<file path="config.mk">
export PLATFORM = sky130hd
export DESIGN_NAME = mpu_burst_reader_flat
export DESIGN_NICKNAME = d
export VERILOG_FILES = /design/src/rtl/mpu_burst_reader_if.sv /design/src/rtl/mpu_burst_reader.sv /design/src/flat_wrapper.sv
export SDC_FILE = /design/constraint.sdc
export NUM_CORES = 1
export LEC_CHECK = 0
export ABC_AREA = 1
export BUFFER_PORTS_ARGS = -buffer_cell sky130_fd_sc_hd__buf_4
export CORE_MARGIN = 4
export CORE_UTILIZATION = 60
export CTS_BUF_LIST = sky130_fd_sc_hd__clkbuf_4
export DETAILED_ROUTE_END_ITERATION = 16
export PLACE_DENSITY = 0.9
export SKIP_CTS_REPAIR_TIMING = 1
export SLEW_MARGIN = 30
export SYNTH_ARGS = -nofsm -noshare
export SYNTH_HDL_FRONTEND = slang
export SYNTH_SLANG_ARGS = --single-unit
export TNS_END_PERCENT = 5
</file>
<file path="constraint.sdc">
create_clock -name i_clk -period 6.34 [get_ports i_clk]
set_clock_uncertainty 0.05 [all_clocks]
set_input_delay 1.268 -clock i_clk [delete_from_list [all_inputs] [get_ports i_clk]]
set_output_delay 1.268 -clock i_clk [all_outputs]
set_load 0.01 [all_outputs]
</file>
<file path="src/rtl/mpu_burst_reader_if.sv">
// ---------------------------------------------------------------------------
// mpu_burst_reader_if
//   Byte-level handshake between the MPU9250 burst sequencer and the I2C
//   byte engine (i2c_master).
//
//   Requester -> byte engine:
//     i2c_en           request another byte (0 at a byte-complete pulse => STOP)
//     i2c_addr         7-bit device address
//     i2c_write        1 = next byte is a write, 0 = a read
//     i2c_wdata        byte to write
//     i2c_multibyte_n  0 = chain bytes into one transaction
//   Byte engine -> requester:
//     i2c_next         byte-complete pulse; controls are sampled in this cycle
//     i2c_rdata        read byte, valid while i2c_next=1 on a read
//     i2c_act          a bus transaction is in progress
//     i2c_err          NACK / bus error pulse
//
//   modport master : the sequencer side (issues byte requests)
//   modport slave  : the byte-engine side (answers them)
// ---------------------------------------------------------------------------
`timescale 1ns/1ps
interface mpu_burst_reader_if;
    logic       i2c_en;
    logic [6:0] i2c_addr;
    logic       i2c_write;
    logic [7:0] i2c_wdata;
    logic       i2c_multibyte_n;
    logic       i2c_next;
    logic [7:0] i2c_rdata;
    logic       i2c_act;
    logic       i2c_err;

    modport master (
        output i2c_en, i2c_addr, i2c_write, i2c_wdata, i2c_multibyte_n,
        input  i2c_next, i2c_rdata, i2c_act, i2c_err
    );

    modport slave (
        input  i2c_en, i2c_addr, i2c_write, i2c_wdata, i2c_multibyte_n,
        output i2c_next, i2c_rdata, i2c_act, i2c_err
    );
endinterface

</file>
<file path="src/rtl/mpu_burst_reader.sv">
// ---------------------------------------------------------------------------
// mpu_burst_reader
//   Sequencer sitting in front of an I2C byte engine. Each accepted start
//   writes the register pointer START_REG to the MPU9250 and then reads 14
//   bytes in one chained transaction. The big-endian bytes become seven
//   signed 16-bit words that all update in the same cycle, flagged by a
//   one-cycle sample_valid. A NACK or a stalled byte engine aborts the
//   transfer with a one-cycle fault strobe and a sticky fault code.
//
// Ports
//   i_clk, i_rst        clock, synchronous active-high reset
//   i_start             one-cycle fetch request (ignored while busy)
//   o_busy              high from accepted start until the bus is released
//   o_sample_valid      one-cycle strobe: all seven words updated
//   o_accel_x/y/z       words 0..2   (bytes 0..5)
//   o_temp              word 3       (bytes 6,7)
//   o_gyro_x/y/z        words 4..6   (bytes 8..13)
//   o_fault             one-cycle strobe on abort
//   o_fault_code        01 NACK, 10 timeout, 00 none since reset (sticky)
//   bus                 byte handshake to the I2C engine (master modport)
// ---------------------------------------------------------------------------
`timescale 1ns/1ps
module mpu_burst_reader #(
    parameter logic [6:0] DEV_ADDR  = 7'h68,
    parameter logic [7:0] START_REG = 8'h3B,
    parameter int         TIMEOUT   = 4096
) (
    input  logic               i_clk,
    input  logic               i_rst,
    input  logic               i_start,
    output logic               o_busy,
    output logic               o_sample_valid,
    output logic [15:0]        o_accel_x,
    output logic [15:0]        o_accel_y,
    output logic [15:0]        o_accel_z,
    output logic [15:0]        o_temp,
    output logic [15:0]        o_gyro_x,
    output logic [15:0]        o_gyro_y,
    output logic [15:0]        o_gyro_z,
    output logic               o_fault,
    output logic [1:0]         o_fault_code,
    mpu_burst_reader_if.master bus
);

    localparam int              WD_W        = $clog2(TIMEOUT + 1);
    // Abort is decided in the cycle where TIMEOUT cycles have gone by without
    // a byte-complete pulse; the counter reads TIMEOUT-1 in that cycle.
    localparam logic [WD_W-1:0] WD_LIMIT    = WD_W'(TIMEOUT - 1);
    localparam logic [3:0]      LAST_IDX    = 4'd13;
    localparam logic [3:0]      EN_DROP_IDX = 4'd12;
    localparam logic [1:0]      CODE_NACK   = 2'b01;
    localparam logic [1:0]      CODE_TMO    = 2'b10;

    typedef enum logic [2:0] {
        ST_IDLE  = 3'd0,
        ST_PTR   = 3'd1,
        ST_READ  = 3'd2,
        ST_DONE  = 3'd3,
        ST_ABORT = 3'd4
    } state_t;

    state_t          r_state;
    state_t          w_state_nxt;

    logic            r_busy;
    logic            r_sample_valid;
    logic            r_fault;
    logic [1:0]      r_fault_code;
    logic [15:0]     r_words [0:6];
    logic [7:0]      r_shadow [0:12];
    logic [3:0]      r_byte_cnt;
    logic [WD_W-1:0] r_wd;

    logic            r_i2c_en;
    logic [6:0]      r_i2c_addr;
    logic            r_i2c_write;
    logic [7:0]      r_i2c_wdata;
    logic            r_i2c_multibyte_n;

    logic            w_accept;     // start taken in IDLE
    logic            w_ptr_ack;    // pointer byte completed
    logic            w_capture;    // read byte completed cleanly
    logic            w_last;       // the captured byte is byte 13
    logic            w_nack;       // abort on bus error
    logic            w_timeout;    // abort on watchdog
    logic            w_release;    // bus idle, return to IDLE
    logic            w_wd_expired;

    // FSM state register
    always_ff @(posedge i_clk) begin
        if (i_rst) begin
            r_state <= ST_IDLE;
        end else begin
            r_state <= w_state_nxt;
        end
    end

    // Next-state decode and per-cycle event flags; error beats a coincident
    // byte-complete pulse, and a byte-complete pulse beats the watchdog.
    always_comb begin
        w_state_nxt  = r_state;
        w_accept     = 1'b0;
        w_ptr_ack    = 1'b0;
        w_capture    = 1'b0;
        w_last       = 1'b0;
        w_nack       = 1'b0;
        w_timeout    = 1'b0;
        w_release    = 1'b0;
        w_wd_expired = (r_wd == WD_LIMIT);
        case (r_state)
            ST_IDLE: begin
                if (i_start) begin
                    w_state_nxt = ST_PTR;
                    w_accept    = 1'b1;
                end else begin
                    w_state_nxt = ST_IDLE;
                end
            end
            ST_PTR: begin
                if (bus.i2c_err) begin
                    w_state_nxt = ST_ABORT;
                    w_nack      = 1'b1;
                end else if (bus.i2c_next) begin
                    w_state_nxt = ST_READ;
                    w_ptr_ack   = 1'b1;
                end else if (w_wd_expired) begin
                    w_state_nxt = ST_ABORT;
                    w_timeout   = 1'b1;
                end else begin
                    w_state_nxt = ST_PTR;
                end
            end
            ST_READ: begin
                if (bus.i2c_err) begin
                    w_state_nxt = ST_ABORT;
                    w_nack      = 1'b1;
                end else if (bus.i2c_next) begin
                    w_capture = 1'b1;
                    if (r_byte_cnt == LAST_IDX) begin
                        w_state_nxt = ST_DONE;
                        w_last      = 1'b1;
                    end else begin
                        w_state_nxt = ST_READ;
                    end
                end else if (w_wd_expired) begin
                    w_state_nxt = ST_ABORT;
                    w_timeout   = 1'b1;
                end else begin
                    w_state_nxt = ST_READ;
                end
            end
            ST_DONE, ST_ABORT: begin
                if (!bus.i2c_act) begin
                    w_state_nxt = ST_IDLE;
                    w_release   = 1'b1;
                end else begin
                    w_state_nxt = r_state;
                end
            end
            default: begin
                w_state_nxt = ST_IDLE;
            end
        endcase
    end

    // Watchdog: cycles since the last byte-complete pulse (or since start)
    always_ff @(posedge i_clk) begin
        if (i_rst) begin
            r_wd <= {WD_W{1'b0}};
        end else if (w_accept || bus.i2c_next) begin
            r_wd <= {WD_W{1'b0}};
        end else if ((r_state == ST_PTR) || (r_state == ST_READ)) begin
            r_wd <= r_wd + WD_W'(1);
        end else begin
            r_wd <= {WD_W{1'b0}};
        end
    end

    // Byte-engine controls; en drops at byte 12 so the engine stops after 13
    always_ff @(posedge i_clk) begin
        if (i_rst) begin
            r_i2c_en          <= 1'b0;
            r_i2c_addr        <= DEV_ADDR;
            r_i2c_write       <= 1'b1;
            r_i2c_wdata       <= 8'h00;
            r_i2c_multibyte_n <= 1'b0;
        end else begin
            r_i2c_addr        <= DEV_ADDR;
            r_i2c_multibyte_n <= 1'b0;
            if (w_accept) begin
                r_i2c_en    <= 1'b1;
                r_i2c_write <= 1'b1;
                r_i2c_wdata <= START_REG;
            end else if (w_ptr_ack) begin
                r_i2c_write <= 1'b0;
                r_i2c_wdata <= 8'h00;
            end else if (w_capture && (r_byte_cnt == EN_DROP_IDX)) begin
                r_i2c_en <= 1'b0;
            end else if (w_nack || w_timeout) begin
                r_i2c_en <= 1'b0;
            end else begin
                r_i2c_en <= r_i2c_en;
            end
        end
    end

    // Read-byte capture into the private shadow buffer
    always_ff @(posedge i_clk) begin
        if (i_rst) begin
            r_byte_cnt <= 4'd0;
            for (int i = 0; i < 13; i++) begin
                r_shadow[i] <= 8'h00;
            end
        end else if (w_ptr_ack) begin
            r_byte_cnt <= 4'd0;
        end else if (w_capture) begin
            // Byte 13 goes straight to the outputs and is never buffered.
            if (r_byte_cnt != LAST_IDX) begin
                r_shadow[r_byte_cnt] <= bus.i2c_rdata;
            end
            if (w_last) begin
                r_byte_cnt <= 4'd0;
            end else begin
                r_byte_cnt <= r_byte_cnt + 4'd1;
            end
        end else begin
            r_byte_cnt <= r_byte_cnt;
        end
    end

    // Word outputs: one atomic update from the shadow plus the final byte
    always_ff @(posedge i_clk) begin
        if (i_rst) begin
            for (int i = 0; i < 7; i++) begin
                r_words[i] <= 16'h0000;
            end
        end else if (w_last) begin
            for (int i = 0; i < 6; i++) begin
                r_words[i] <= {r_shadow[2 * i], r_shadow[2 * i + 1]};
            end
            r_words[6] <= {r_shadow[12], bus.i2c_rdata};
        end else begin
            for (int i = 0; i < 7; i++) begin
                r_words[i] <= r_words[i];
            end
        end
    end

    // Status: busy, strobes and sticky fault code
    always_ff @(posedge i_clk) begin
        if (i_rst) begin
            r_busy         <= 1'b0;
            r_sample_valid <= 1'b0;
            r_fault        <= 1'b0;
            r_fault_code   <= 2'b00;
        end else begin
            r_sample_valid <= w_last;
            r_fault        <= w_nack || w_timeout;
            if (w_nack) begin
                r_fault_code <= CODE_NACK;
            end else if (w_timeout) begin
                r_fault_code <= CODE_TMO;
            end else begin
                r_fault_code <= r_fault_code;
            end
            if (w_accept) begin
                r_busy <= 1'b1;
            end else if (w_release) begin
                r_busy <= 1'b0;
            end else begin
                r_busy <= r_busy;
            end
        end
    end

    assign o_busy               = r_busy;
    assign o_sample_valid       = r_sample_valid;
    assign o_fault              = r_fault;
    assign o_fault_code         = r_fault_code;
    assign o_accel_x            = r_words[0];
    assign o_accel_y            = r_words[1];
    assign o_accel_z            = r_words[2];
    assign o_temp               = r_words[3];
    assign o_gyro_x             = r_words[4];
    assign o_gyro_y             = r_words[5];
    assign o_gyro_z             = r_words[6];
    assign bus.i2c_en           = r_i2c_en;
    assign bus.i2c_addr         = r_i2c_addr;
    assign bus.i2c_write        = r_i2c_write;
    assign bus.i2c_wdata        = r_i2c_wdata;
    assign bus.i2c_multibyte_n  = r_i2c_multibyte_n;

endmodule
</file>
<file path="src/flat_wrapper.sv">
// flat-port wrapper written by rule: the top's interface ports become plain ports
module mpu_burst_reader_flat 
#(
    parameter logic [6:0] DEV_ADDR  = 7'h68,
    parameter logic [7:0] START_REG = 8'h3B,
    parameter int         TIMEOUT   = 4096
)
  (i_clk, i_rst, i_start, o_busy, o_sample_valid, o_accel_x, o_accel_y, o_accel_z, o_temp, o_gyro_x, o_gyro_y, o_gyro_z, o_fault, o_fault_code, bus_i2c_en, bus_i2c_addr, bus_i2c_write, bus_i2c_wdata, bus_i2c_multibyte_n, bus_i2c_next, bus_i2c_rdata, bus_i2c_act, bus_i2c_err);
  mpu_burst_reader_if bus_i ();
  input  logic i_clk;
  input  logic i_rst;
  input  logic i_start;
  output logic o_busy;
  output logic o_sample_valid;
  output logic [15:0] o_accel_x;
  output logic [15:0] o_accel_y;
  output logic [15:0] o_accel_z;
  output logic [15:0] o_temp;
  output logic [15:0] o_gyro_x;
  output logic [15:0] o_gyro_y;
  output logic [15:0] o_gyro_z;
  output logic o_fault;
  output logic [1:0] o_fault_code;
  output wire logic [$bits(bus_i.i2c_en)-1:0] bus_i2c_en;
  output wire logic [$bits(bus_i.i2c_addr)-1:0] bus_i2c_addr;
  output wire logic [$bits(bus_i.i2c_write)-1:0] bus_i2c_write;
  output wire logic [$bits(bus_i.i2c_wdata)-1:0] bus_i2c_wdata;
  output wire logic [$bits(bus_i.i2c_multibyte_n)-1:0] bus_i2c_multibyte_n;
  input wire logic [$bits(bus_i.i2c_next)-1:0] bus_i2c_next;
  input wire logic [$bits(bus_i.i2c_rdata)-1:0] bus_i2c_rdata;
  input wire logic [$bits(bus_i.i2c_act)-1:0] bus_i2c_act;
  input wire logic [$bits(bus_i.i2c_err)-1:0] bus_i2c_err;
  assign bus_i2c_en = bus_i.i2c_en;
  assign bus_i2c_addr = bus_i.i2c_addr;
  assign bus_i2c_write = bus_i.i2c_write;
  assign bus_i2c_wdata = bus_i.i2c_wdata;
  assign bus_i2c_multibyte_n = bus_i.i2c_multibyte_n;
  assign bus_i.i2c_next = bus_i2c_next;
  assign bus_i.i2c_rdata = bus_i2c_rdata;
  assign bus_i.i2c_act = bus_i2c_act;
  assign bus_i.i2c_err = bus_i2c_err;
  mpu_burst_reader #(.DEV_ADDR(DEV_ADDR), .START_REG(START_REG), .TIMEOUT(TIMEOUT)) u_core (.i_clk(i_clk), .i_rst(i_rst), .i_start(i_start), .o_busy(o_busy), .o_sample_valid(o_sample_valid), .o_accel_x(o_accel_x), .o_accel_y(o_accel_y), .o_accel_z(o_accel_z), .o_temp(o_temp), .o_gyro_x(o_gyro_x), .o_gyro_y(o_gyro_y), .o_gyro_z(o_gyro_z), .o_fault(o_fault), .o_fault_code(o_fault_code), .bus(bus_i));
endmodule
</file>
# [Word level (Yosys, flattened, before mapping)]
# Memory sizes are Yosys's and may differ from the RTL's.
# Cells that the tools add are included.
[word_totals] ram_bits=216 n_memories=2 out_inout_bits=135 romBits=0 in_bits=14 latch_bits=0 regBits=32 wordCells=126
[memory_table] memory="u_core.r_words" depth=7 word_bits=16 read_ports=7 rd_ports_with_merged_regs=0 wr=7 line_no="mpu_burst_reader.sv:69" text="logic [15:0] r_words [0:6];"
[memory_table] memory="u_core.r_shadow" depth=13 word_bits=8 read_ports=13 rd_ports_with_merged_regs=0 wr=13 line_no="mpu_burst_reader.sv:70" text="logic [7:0] r_shadow [0:12];"
[classes] add_sub_neg=2 n_div=0 eq_ne=10 reduce_logical=17 bitwise_logic=15 muxes=69 shifts=0 n_mul=0 n_lt_le_gt_ge=0
[op_table] operator="16-bit two-way mux" n=14
[op_table] operator="1-bit two-way mux" n=42
[op_table] operator="3-bit two-way mux" n=7
[op_table] operator="1-bit OR" n=14
[op_table] operator="13-bit by 1-bit adder with 13-bit output, second input constant" n=1
[op_table] operator="13-bit by 12-bit equality test with 1-bit output, second input constant" n=1
[op_table] operator="6-bit two-way mux" n=2
[op_table] operator="3-bit case mux with 4 select lines" n=1
[op_table] operator="2-bit OR reduction" n=5
[op_table] operator="4-bit equality test, second input constant" n=2
[op_table] operator="4-bit two-way mux" n=2
[op_table] operator="8-bit two-way mux" n=1
[op_table] operator="8-bit OR reduction" n=1
[op_table] operator="3-bit by 2-bit equality test with 1-bit output, second input constant" n=2
[op_table] operator="2-bit nonzero test" n=3
[op_table] operator="4-bit by 1-bit adder with 4-bit output, second input constant" n=1
[op_table] operator="4-bit != test, second input constant" n=1
[op_table] operator="3-bit by 1-bit equality test with 1-bit output, second input constant" n=1
[op_table] operator="3-bit equality test, second input constant" n=1
[op_table] operator="3-bit logical NOT" n=1
[op_table] operator="1-bit logical OR" n=3
[op_table] operator="3-bit nonzero test" n=1
[op_table] operator="3-bit OR reduction" n=1
[op_table] operator="2-bit by 1-bit != test with 1-bit output, second input constant" n=1
[op_table] operator="other kinds (4)" n=4

# [Logic depth before layout (Yosys ltp)]
# Gate-level depths: netlist of the first run.
[depth] depth_word=10 depth_mapped=12

# [Least setup slack after synthesis of the first run]
# OpenSTA, ideal clock, no wires.
[synth_path] kind="input to register" startpoint="input port i_rst" endpoint="memory u_core.r_words[0][0] (enable)" path_stages=4 setup_slack_ns=1.603 arrival_ns=3.681 n_path_buf=2 path_cell_list="clkbuf_1 inv_2 clkbuf_1 nand2_1"
[synth_rtl] item="from (decl)" line_no="flat_wrapper.sv:11" text="input logic i_rst;"
[synth_rtl] item="to (decl)" line_no="mpu_burst_reader.sv:69"

==> results.py, run 1 <==
metrics = {
    "cells_and_area": {
        "final_nets": 985,
        "drive_gt1_frac": 0.244,
        "area_growth_pct": 19.8,
        "fillCellCount": 919,
        "final_cells": 1228,
    },
    "global_route": {
        "antenna_found_initial": 1,
        "grt_start_max_net_pins": 81,
        "grt_pass1_vias": 6144,
        "gr-total-overflow": 0,
        "grt_pass1_wl_um": 31900,
        "grt_use_total": 0.232,
    },
    "pwr": {
        "power_density_nw_per_um2": 287,
        "p_comb_frac": 0.055,
        "p_int_w": 0.00249,
        "peakVddDrop_mv": 0.134,
        "clock_power_share": 0.381,
        "p_total_w": 0.00324,
        "p_seq_frac": 0.564,
        "switching_share": 0.231,
        "p_leak_nw": 4.90,
        "p_sw_w": 0.000749,
    },
    "logic_synthesis": {
        "synth_top_area_share": 0.688,
        "yosysSeqAreaShare": 0.748,
        "synth_area_um2": 9420,
        "synthTopCellsByArea": "edfxtp_1, nor2_1, dfxtp_1",
        "synth_cell_types": 26,
        "synth_common_cells": "nor2_1, edfxtp_1, inv_1",
        "yosys_warnings": 0,
        "synth_seq_cells": 244,
        "yosysMostFrequentCell": "nor2_1",
        "synthCells": 797,
        "synth.largest_area_cell": "edfxtp_1",
        "synth_edf_count": 216,
        "postSynth.asyncResetShare": 0,
        "synth_ff_type": "edfxtp_1",
        "avgSynthCellArea_um2": 11.8,
    },
    "route": {
        "wire_per_inst_um": 16.9,
        "drt-total-wl_um": 20700,
        "first_iter_violations": 677,
        "drc": 0,
        "viasPerCell": 5.11,
        "num_vias": 6271,
        "ant_nets": 0,
        "drtPass1Iterations": 6,
    },
    "cts": {
        "cts.sinks": 244,
        "htreeDepth": 2,
        "clock_latency_ns": 0.66,
        "cts_tree": "yes",
        "root_buffer": "clkbuf_4",
        "max-clock-path-buffers": 3,
        "cts_buffers": 58,
        "clk_pin_slew_ns": 0.07,
    },
    "min_path": {
        "hp-class": "flip-flop to flip-flop",
    },
    "timing": {
        "worst_pin_slew_ns": 0.769,
        "timing.fmax_mhz": 317,
        "timing.final.crit_share": 0.498,
        "hold_viol": 0,
        "period_minus_slack_ns": 3.16,
        "slew_viol_final": 0,
        "setup_viol": 0,
        "finalSetupTns_ns": 0,
        "rsz0062_at_grt": "false",
        "relSlewSlack": 0.486,
    },
    "outcome": {
        "status": "finished, final reports clean",
    },
    "worst_setup_path": {
        "critical_path.startpoint_type": "input pin",
        "critPathSlowestCell": "buf_4",
        "path_buf_inv": 3,
        "cp-end-kind": "flip-flop",
        "critPathKind": "input pin to flip-flop",
        "critPathMaxStageDelay_ns": 0.53,
        "crit_chain": "buf_4 -> inv_2 -> nand3_1 -> clkinv_2 -> nand3_2 -> nand2_1",
        "critPathRequiredTime_ns": 6.60,
        "critPathTopFamily": "buffers and inverters",
        "crit_fanout": 69,
        "cp.arrival_ns": 3.42,
    },
    "flow_run": {
        "drv_cap": 0,
    },
    "placement": {
        "place.gp.congestion": 0.824,
        "post-dp-hpwl_um": 12500,
        "port-buffer-count": 137,
        "dp.cells": 1117,
    },
    "die": {
        "start_util": 0.615,
        "die_h_um": 133,
        "top_level_ports": 149,
        "fp.dieArea_um2": 17800,
        "core_area_um2": 15300,
        "die_w_um": 133,
        "fp-row-count": 45,
    },
}
tightest hold or removal path: cells and delay by family (launching register included):
kind / cells / cell delay [ns]
AND/OR/NAND/NOR: 2 / 0.10
flip-flops: 1 / 0.32
sequential cells by signal (all words and copies together), names as in the netlist, 2 cells and up:
register and flops:
u_core.r_byte_cnt 4, u_core.r_wd 13, u_core.r_words 112, u_core.r_shadow 104, u_core.o_fault_code 2, u_core.r_state 3
cell type report:
class	instances	area, um^2	share of cell area
clock inverters	24	92.6	0.00820
multi-input cells	375	1640	0.146
diodes	1	2.50	0.000222
repair buffers	138	1040	0.0917
flip-flops and latches	244	7050	0.624
clock buffers	86	646	0.0572
inverters	149	561	0.0496
well taps	211	264	0.0234
power groups by stage:
stage / logic (W) / clock network [W] / registers, W
4_1_cts: 0.000178 / 0.00125 / 0.00183
3_5_place_dp: 0.000176 / 0 / 0.00186
5_1_grt: 0.000192 / 0.00134 / 0.00183
2_1_floorplan: 0.0000753 / 0 / 0.00188
6_report: 0.000178 / 0.00124 / 0.00183
3_3_place_gp: 0.000169 / 0 / 0.00186
metal layers:
| layer | routed length (um) | track usage |
|---|---|---|
| met3 | 2060 | 0.0616 |
| met1 | 7370 | 0.281 |
| met2 | 10600 | 0.398 |
| met4 | 644 | 0.0971 |
| met5 | 0 | 0 |
final timing paths:
path	start	to	slack, ns	depth (start not counted)
min	u_core.bus.i2c_write	u_core.bus.i2c_write	0.41	2
max	i_rst	u_core.r_shadow[2][4]	3.18	6
max reg2reg	u_core.r_byte_cnt[1]	u_core.r_words[1][10]	3.53	9
min reg2reg	u_core.bus.i2c_write	u_core.bus.i2c_write	0.41	2
logic make-up after synthesis:
kind of cell | Yosys count | synth area share
AND/OR/NAND/NOR | 339 | 0.149
XOR/XNOR | 5 | 0.00465
AO/OA/AOI/OAI | 15 | 0.00823
adder cells (fa/ha/maj) | 5 | 0.00664
other | 2 | 0.000797
buffers and inverters | 187 | 0.0830
flip-flops | 244 | 0.748
through the flow:
step	cell area [um^2]	setup slack [ns]	utilization	hold slack [ns]
after floorplan	9460	1.60	-	0.380
after global placement	10500	2.32	0.688	0.384
after detailed placement	10500	2.26	0.688	0.384
after CTS	11300	2.97	0.737	0.406
after global routing	11300	3.08	0.737	0.436
final	11300	3.18	0.737	0.406
placed cells by master, fill, tap and decap left out, types with 3 or more instances in the layout:
cell type and count:
a21oi_1 10, buf_4 138, clkbuf_4 86, clkinv_1 22, clkinv_2 3, conb_1 11
dfxtp_1 28, edfxtp_1 216, ha_1 5, inv_1 144, inv_2 4, nand2_1 49
nand2_2 5, nand3_1 16, nand3_2 9, nand4_1 6, nor2_1 242, nor3_1 7
o21ai_0 4, xor2_1 4
Power figures use the tool's default switching activity.
==> run 2: changes to the inputs <==
CORE_UTILIZATION = 53   (was 60)
PLACE_DENSITY = 0.84   (was 0.9)
clock period = 2.77 ns   (was 6.34 ns; I/O delays follow)
==> results.py, run 2 (synthesized netlist as in run 1, its figures left out) <==
metrics = {
    "die": {
        "die_h_um": 141,
        "start_util": 0.543,
        "top_level_ports": 149,
        "fp-row-count": 48,
        "fp.dieArea_um2": 20000,
        "core_area_um2": 17400,
        "die_w_um": 141,
    },
    "cts": {
        "cts_tree": "yes",
        "max-clock-path-buffers": 3,
        "clock_latency_ns": 0.64,
        "htreeDepth": 2,
        "cts.sinks": 244,
        "cts_buffers": 56,
        "clk_pin_slew_ns": 0.06,
        "root_buffer": "clkbuf_4",
    },
    "global_route": {
        "grt_use_total": 0.196,
        "grt_use_met3": 0.0479,
        "grt_pass1_vias": 5992,
        "gr-total-overflow": 0,
        "grt_pass1_wl_um": 30400,
        "grt_start_max_net_pins": 69,
        "use_met1": 0.238,
        "grtUsageMet2": 0.340,
        "antenna_found_initial": 1,
        "top_usage_layer": "met2",
    },
    "worst_setup_path": {
        "crit_fanout": 10,
        "critPathRequiredTime_ns": 3.01,
        "rrSetupSlack_ns": 0.56,
        "cp-end-kind": "flip-flop",
        "critPathKind": "flip-flop to flip-flop",
        "crit_chain": "inv_2 -> nand3_1 -> inv_1 -> nand2_2 -> inv_1 -> nand3_1 -> clkinv_2 -> nand3_2 -> nand2_1",
        "cp.arrival_ns": 2.45,
        "critical_path.startpoint_type": "flip-flop",
        "critPathMaxStageDelay_ns": 0.34,
        "critPathSlowestCell": "dfxtp_1",
    },
    "cells_and_area": {
        "drive_gt1_frac": 0.253,
        "largest_reg_flops": 112,
        "final_cells": 1241,
        "utilization": 0.657,
        "regMostFlops": "u_core.r_words",
        "final_common_cell": "nor2_1",
        "reg_top3": "u_core.r_words: 112 flops, u_core.r_shadow: 104 flops, u_core.r_wd: 13 flops",
        "area_growth_pct": 21.1,
        "final_nets": 989,
        "layout_common_cells": "nor2_1, edfxtp_1, inv_1, buf_4, clkbuf_4",
    },
    "route": {
        "ant_nets": 0,
        "num_vias": 6028,
        "drc": 0,
        "viasPerCell": 4.86,
        "drtPass1Iterations": 5,
        "drt-total-wl_um": 19400,
        "wire_per_inst_um": 15.6,
        "first_iter_violations": 653,
    },
    "timing": {
        "relSlewSlack": 0.500,
        "worst_pin_slew_ns": 0.750,
        "slew_viol_final": 0,
        "timing.fmax_mhz": 453,
        "timing.final.crit_share": 0.798,
        "hold_viol": 0,
        "period_minus_slack_ns": 2.21,
        "finalSetupTns_ns": 0,
        "rsz0062_at_grt": "false",
        "setup_viol": 0,
    },
    "flow_run": {
        "drv_cap": 0,
    },
    "pwr": {
        "power_density_nw_per_um2": 661,
        "p_leak_nw": 4.96,
        "p_total_w": 0.00754,
        "peakVddDrop_mv": 0.291,
    },
    "placement": {
        "port-buffer-count": 137,
        "dp.cells": 1137,
        "post-dp-hpwl_um": 12300,
        "place.gp.congestion": 0.821,
    },
    "min_path": {
        "hp-class": "input pin to flip-flop",
    },
    "outcome": {
        "status": "finished, final reports clean",
    },
}
## run 2: changes by cell type in the layout (fill, tap and decap cells not counted)
| cell | delta |
|---|---|
| clkinv_2 | +2 |
| buf_12 | +3 |
| nand2_8 | -1 |
| nand2_4 | +1 |
| bufinv_16 | +2 |
| clkinv_1 | -10 |
| buf_4 | +3 |
| clkbuf_4 | -1 |
## run 2: where the power goes
group / leakage (nW) / total, W / internal [W] / switching, W
Clock: 0.454 / 0.00295 / 0.00159 / 0.00136
Combinational: 2.05 / 0.000409 / 0.000149 / 0.000260
Sequential: 2.45 / 0.00418 / 0.00413 / 0.0000512
## run 2: critical path, delay by kind of cell (launching register included)
family	cells	cell delay, ns
and+or+nand+nor	5	0.87
buffers and inverters	4	0.60
DFF	1	0.34
## run 2: cell type report
type / count / area [um^2]
clock buffers: 85 / 638
diodes: 1 / 2.50
well taps: 225 / 282
flip-flops and latches: 244 / 7050
clock inverters: 18 / 125
multi-input cells: 375 / 1640
repair buffers: 144 / 1120
inverters: 149 / 561
fillers: 1245 / 5950
## run 2: per-layer routing
layer	vias to the layer above	share of wire
met2	313	0.52
met1	2782	0.37
met4	0	0.024
li1	2888	-
met5	-	0
met3	45	0.095
## run 2: through the flow
stage	area (um^2)	setup WS, ns	hold WS [ns]
global route	11400	0.367	0.139
global placement	10600	0.384	0.391
CTS	11400	0.563	0.123
finish	11400	0.561	0.166
detailed placement	10600	0.285	0.390
floorplan	9460	0.448	0.380
## run 2: worst paths after layout
path,to,start,cells after the start
worst min register to register,u_core.bus.i2c_write,u_core.bus.i2c_write,2
worst min-delay path,u_core.o_busy,bus_i2c_act,3
worst max register to register,u_core.r_shadow[1][0],u_core.r_state[2],9
worst max-delay path,u_core.r_shadow[1][0],u_core.r_state[2],9
